===== src/rtl/fetch_pkg.sv =====
// Shared widths and the fetch-buffer entry record for the buffered fetch stage.
package fetch_pkg;
  localparam int XLEN_DEF = 32;
  localparam int INSTR_W  = 32;
  localparam int PC_INC   = 4;

  typedef struct packed {
    logic [XLEN_DEF-1:0] pc;
    logic [INSTR_W-1:0]  instr;
    logic                filled;
  } fetchEntry_t;
endpackage


===== src/rtl/fetch_buffer.sv =====
// In-order circular fetch buffer: slot allocated at grant, filled by response, popped at head.
// Head view is combinational (0 cycles); flush clears all slots, pointers and counts in one cycle.
module fetch_buffer
  import fetch_pkg::*;
#(
  parameter int DEPTH = 4,
  parameter int CW    = $clog2(DEPTH + 1)
) (
  input  logic                clk,
  input  logic                rst,
  input  logic                flush,
  input  logic                allocEn,
  input  logic [XLEN_DEF-1:0] allocPc,
  input  logic                fillEn,
  input  logic [INSTR_W-1:0]  fillInstr,
  input  logic                popEn,
  output logic                headVld,
  output logic [XLEN_DEF-1:0] headPc,
  output logic [INSTR_W-1:0]  headInstr,
  output logic [CW-1:0]       allocCnt,
  output logic [CW-1:0]       unfilledCnt
);
  localparam int PW = $clog2(DEPTH);

  fetchEntry_t   entries [DEPTH];
  fetchEntry_t   head;
  logic [PW-1:0] allocPtr;
  logic [PW-1:0] fillPtr;
  logic [PW-1:0] headPtr;

  assign head      = entries[headPtr];
  assign headVld   = (allocCnt != '0) && head.filled;
  assign headPc    = head.pc;
  assign headInstr = head.instr;

  // Responses fill strictly in grant order, so fillPtr trails allocPtr by unfilledCnt.
  always_ff @(posedge clk or posedge rst) begin
    if (rst) begin
      for (int i = 0; i < DEPTH; i++) entries[i] <= '0;
      allocPtr    <= '0;
      fillPtr     <= '0;
      headPtr     <= '0;
      allocCnt    <= '0;
      unfilledCnt <= '0;
    end else if (flush) begin
      for (int i = 0; i < DEPTH; i++) entries[i].filled <= 1'b0;
      allocPtr    <= '0;
      fillPtr     <= '0;
      headPtr     <= '0;
      allocCnt    <= '0;
      unfilledCnt <= '0;
    end else begin
      if (allocEn) begin
        entries[allocPtr] <= '{pc: allocPc, instr: '0, filled: 1'b0};
        allocPtr          <= allocPtr + PW'(1);
      end
      if (fillEn) begin
        entries[fillPtr].instr  <= fillInstr;
        entries[fillPtr].filled <= 1'b1;
        fillPtr                 <= fillPtr + PW'(1);
      end
      if (popEn) begin
        entries[headPtr].filled <= 1'b0;
        headPtr                 <= headPtr + PW'(1);
      end
      allocCnt    <= allocCnt + CW'(allocEn) - CW'(popEn);
      unfilledCnt <= unfilledCnt + CW'(allocEn) - CW'(fillEn);
    end
  end
endmodule


===== src/rtl/fetch_stage_buffered.sv =====
// Fetch stage: PC, imem request/drop logic and a DEPTH-entry buffer; ValidD 1 cycle after response.
// Requests stop when buffer plus pending drops reach DEPTH; ReadyD low holds the head stable.
module fetch_stage_buffered
  import fetch_pkg::*;
#(
  parameter int              XLEN     = XLEN_DEF,
  parameter int              DEPTH    = 4,
  parameter logic [XLEN-1:0] RESET_PC = '0
) (
  input  logic               clk,
  input  logic               rst,
  input  logic               PCSourceE,
  input  logic [XLEN-1:0]    PCTargetE,
  output logic               imem_req,
  output logic [XLEN-1:0]    imem_addr,
  input  logic               imem_gnt,
  input  logic               imem_rvalid,
  input  logic [INSTR_W-1:0] imem_rdata,
  output logic               ValidD,
  input  logic               ReadyD,
  output logic [INSTR_W-1:0] InstrD,
  output logic [XLEN-1:0]    CurrentPCD,
  output logic [XLEN-1:0]    NextPCD
);
  localparam int            CW      = $clog2(DEPTH + 1);
  localparam logic [CW:0]   DEPTH_C = (CW + 1)'(DEPTH);

  logic [XLEN-1:0]    PcF;
  logic [CW-1:0]      dropCnt;
  logic [CW-1:0]      allocCnt;
  logic [CW-1:0]      unfilledCnt;
  logic [CW:0]        inFlight;
  logic               allocEn;
  logic               fillEn;
  logic               dropEn;
  logic               popEn;
  logic               headVld;
  logic [XLEN-1:0]    headPc;
  logic [INSTR_W-1:0] headInstr;

  // Slots still owed a discarded response count against capacity too.
  assign inFlight  = {1'b0, allocCnt} + {1'b0, dropCnt};
  assign imem_req  = !rst && !PCSourceE && (inFlight < DEPTH_C);
  assign imem_addr = PcF;
  assign allocEn   = imem_req && imem_gnt;
  assign dropEn    = imem_rvalid && (dropCnt != '0);
  assign fillEn    = imem_rvalid && (dropCnt == '0) && !PCSourceE;
  assign ValidD    = headVld && !PCSourceE;
  assign popEn     = ValidD && ReadyD;

  assign InstrD     = ValidD ? headInstr : '0;
  assign CurrentPCD = ValidD ? headPc : '0;
  assign NextPCD    = ValidD ? headPc + XLEN'(PC_INC) : '0;

  always_ff @(posedge clk or posedge rst) begin
    if (rst) begin
      PcF     <= RESET_PC;
      dropCnt <= '0;
    end else if (PCSourceE) begin
      // Every response still owed to a flushed slot must be discarded exactly once.
      PcF     <= PCTargetE;
      dropCnt <= dropCnt + unfilledCnt - CW'(imem_rvalid);
    end else begin
      if (allocEn) PcF <= PcF + XLEN'(PC_INC);
      if (dropEn) dropCnt <= dropCnt - CW'(1);
    end
  end

  fetch_buffer #(
    .DEPTH(DEPTH),
    .CW   (CW)
  ) u_buf (
    .clk        (clk),
    .rst        (rst),
    .flush      (PCSourceE),
    .allocEn    (allocEn),
    .allocPc    (PcF),
    .fillEn     (fillEn),
    .fillInstr  (imem_rdata),
    .popEn      (popEn),
    .headVld    (headVld),
    .headPc     (headPc),
    .headInstr  (headInstr),
    .allocCnt   (allocCnt),
    .unfilledCnt(unfilledCnt)
  );
endmodule

===== config.mk =====
export PLATFORM = sky130hd
export DESIGN_NAME = fetch_stage_buffered
export DESIGN_NICKNAME = d
export VERILOG_FILES = /design/src/rtl/fetch_pkg.sv /design/src/rtl/fetch_buffer.sv /design/src/rtl/fetch_stage_buffered.sv
export SDC_FILE = /design/constraint.sdc
export NUM_CORES = 1
export LEC_CHECK = 0
export ABC_AREA = 0
export ABC_CLOCK_PERIOD_IN_PS = 20800
export CORE_MARGIN = 10
export CORE_UTILIZATION = 55
export CTS_CLUSTER_DIAMETER = 120
export DETAILED_ROUTE_END_ITERATION = 8
export PLACE_DENSITY = 0.86
export SLEW_MARGIN = 20
export SYNTH_ARGS = -nofsm -noshare
export SYNTH_HDL_FRONTEND = slang
export SYNTH_HIERARCHICAL = 1
export SYNTH_SLANG_ARGS = --single-unit

===== constraint.sdc =====
create_clock -name clk -period 20.8 [get_ports clk]
set_input_delay 4.16 -clock clk [delete_from_list [all_inputs] [get_ports clk]]
set_output_delay 4.16 -clock clk [all_outputs]
set_load 0.03 [all_outputs]

==> out/results.ini <==
[cells_and_area]
postLayoutCoreUtil_pct=68.13
final_cell_mix=dfrtp_1, clkdlybuf4s50_1, mux2_2, a22o_1, and2_1
final_common_cell=dfrtp_1
layout-drive-gt1-share_pct=21.37
area_growth_pct=21.76
finish.net_count=1445

[clocking]
cts.repair.resized=0
clk_latency_ns=0.52
holdBufCountCts=0
cts_inserted_buffers=34
clk_transition_reported_paths_ns=0.05
cts_buffer_depth=3
cts-root-buf=clkbuf_16
clkSinkCount=307
htreeDepth=2
cts_setup_buffers=0
cts_tree=done

[logic_synthesis]
seq_area_frac_synth_pct=50.80
yosysWarnings=6
yosysTopAreaCellShare_pct=50.80
synthXorXnorAreaFrac_pct=3.186
synth_area_leaders=dfrtp_1, mux2_2, mux4_2
muxShareOfSynthArea_pct=19.84
synth_cells=1172
synth_edf_count=0
synth_top_area_cell=dfrtp_1
synth_flop_cell=dfrtp_1
netlist_area_um2=15120
syn-num-nets=1270
synth-simple-area-share_pct=10.04
async_flop_share_pct=100.0
synthAdderAreaFrac_pct=2.466
syn_avg_cell_area_um2=12.90
synth.distinct_cells=53
synth-seq-cells=307
synth-compound-area-share_pct=9.879
synth_top_family_by_area=multiplexers

[job]
drv_cap=0

[worst_setup_path]
crit_required_ns=16.64
path_class=in2out
cp_max_fo=51
arrival_ns=6.69
worstPathCellList=buf_2, clkinv_1, nand2_1, buf_4, clkinv_1, buf_4, and2_1, clkdlybuf4s50_1
start_kind=input pin
worst-path-buf-inv=6
path_delay_family=buffers and inverters
r2r_slack_ns=15.48
slowest_stage=clkdlybuf4s50_1
critical_path.max_stage_delay_ns=0.60
critPathCaptureType=output pin

[routing]
wire_per_inst_um=23.73
drt-initial-drc-count=964
first_pass_iters=5
via_per_inst=6.338
drc=0
drt-total-wl_um=40650
ant_nets=0
vias=10860

[floorplan]
die_w_um=185.8
core_um2=27030
die_h_um=185.8
ios=200
initial_core_util_pct=55.95
die_area_um2=34530
rows=60

[sta]
setup-tns-final_ns=0
setup_viol=0
period_minus_slack_ns=10.85
tightestPinTransition_ns=1.126
layout_setup_ws_ns=9.949
fmax_mhz=92.16
relSlewSlack_pct=24.35
grt_setup_unrepaired=false
slew_violations=0
hold_violations=0
skew_ns=0.02351
timing.hold.ws_ns=0.4964
period_share_pct=52.17

[placement]
place_congestion=0.8125
pre_cts_ws_ns=9.996
port_buffers=199
hpwl_um=26280

[hold_path]
hold_class=reg2reg

[grt]
grt_use_total_pct=23.68
grt_overflow=0
grt_max_degree=142
grt_pass1_vias=11700
grt_antenna_before_repair=2
grt_pass1_wl_um=64810

[power_and_ir_drop]
powerDensity_nw_per_um2=90.87
ir_worst_vdd_mv=0.06756
totalPowerFinal_mw=1.673
leakagePower_nw=8.124

[outcome]
status=finished clean

routing by layer:
metal | wire [µm] | GRT usage [%] | vias to the layer above
met5 | 0 | 0 | -
li1 | - | - | 4661
met1 | 16190 | 29.96 | 5579
met4 | 1296 | 9.126 | 0
met2 | 20050 | 39.28 | 514
met3 | 3113 | 4.855 | 103
final timing paths:
kind / start / to / cells past startpoint
setup / recovery: PCSourceE / InstrD[9] / 8
hold / removal: u_buf/entries[14] / u_buf/entries[14] / 1
setup reg to reg: u_buf/headPtr[0] / u_buf/allocCnt[2] / 15
hold reg to reg: u_buf/entries[14] / u_buf/entries[14] / 1
max in group asynchronous: rst / u_buf/headPtr[1] / 3
min in group asynchronous: rst / imem_addr[13] / 2
cells in the mapped netlist (6+ instances only):
master and number:
and3_1 8, xor2_1 33, buf_6 14, and2_1 68
nand4_1 22, inv_1 25, nor3_1 6, nand3_1 25
o21ai_0 25, buf_4 6, nor4_1 8, dfrtp_1 307
buf_1 9, clkbuf_1 28, a22o_1 126, nand2_1 63
ha_1 25, mux4_2 65, a21oi_1 8, and4_1 6
nor2_1 54, mux2_2 132, xnor2_1 22, buf_2 26
where the power goes:
group | switching (mW) | leakage, nW | internal, mW
Combinational | 0.163 | 3.41 | 0.163
Clock | 0.246 | 0.570 | 0.369
Sequential | 0.0607 | 4.14 | 0.672
Total | 0.470 | 8.12 | 1.20
worst register-to-register path: stages, from the launching register on:
cell and delay [ns]:
dfrtp_4 0.91, buf_4 0.71, mux4_2 0.60, o31a_1 0.13, nand2_1 0.07, buf_4 0.34
clkinv_1 0.38, buf_4 0.40, and2_1 0.37, ha_1 0.31, inv_1 0.05, ha_1 0.13
inv_1 0.05, fa_1 0.40, xnor2_1 0.23, nor2_1 0.06
kinds of logic (layout without fill, tap and decap cells):
| logic type | Yosys count | count (layout) |
|---|---|---|
| buf+inv | 110 | 309 |
| flops | 307 | 307 |
| xor+xnor | 55 | 55 |
| simple gates | 284 | 284 |
| compound gates | 186 | 186 |
| mux | 202 | 202 |
| fa+ha+maj | 28 | 28 |
| other cells | 0 | 1 |
area by class of cell:
type / instances / area [µm²]
fill: 1847 / 8613
sequential: 307 / 7687
multi-input combinational: 755 / 6873
timing repair buffer: 222 / 2160
clock buffer: 44 / 968.4
tap: 341 / 426.7
clock inverter: 16 / 186.4
inverter: 27 / 108.9
antenna: 1 / 2.502
through the flow:
| stage | std cells | area [µm²] |
|---|---|---|
| final | 1713 | 18410 |
| after global routing | 1713 | 18410 |
| after CTS | 1712 | 18400 |
| after detailed placement | 1652 | 17250 |
| after global placement | 1652 | 17250 |
| after floorplan | 1172 | 15120 |
Note: power is estimated with default switching activity, not from simulation.
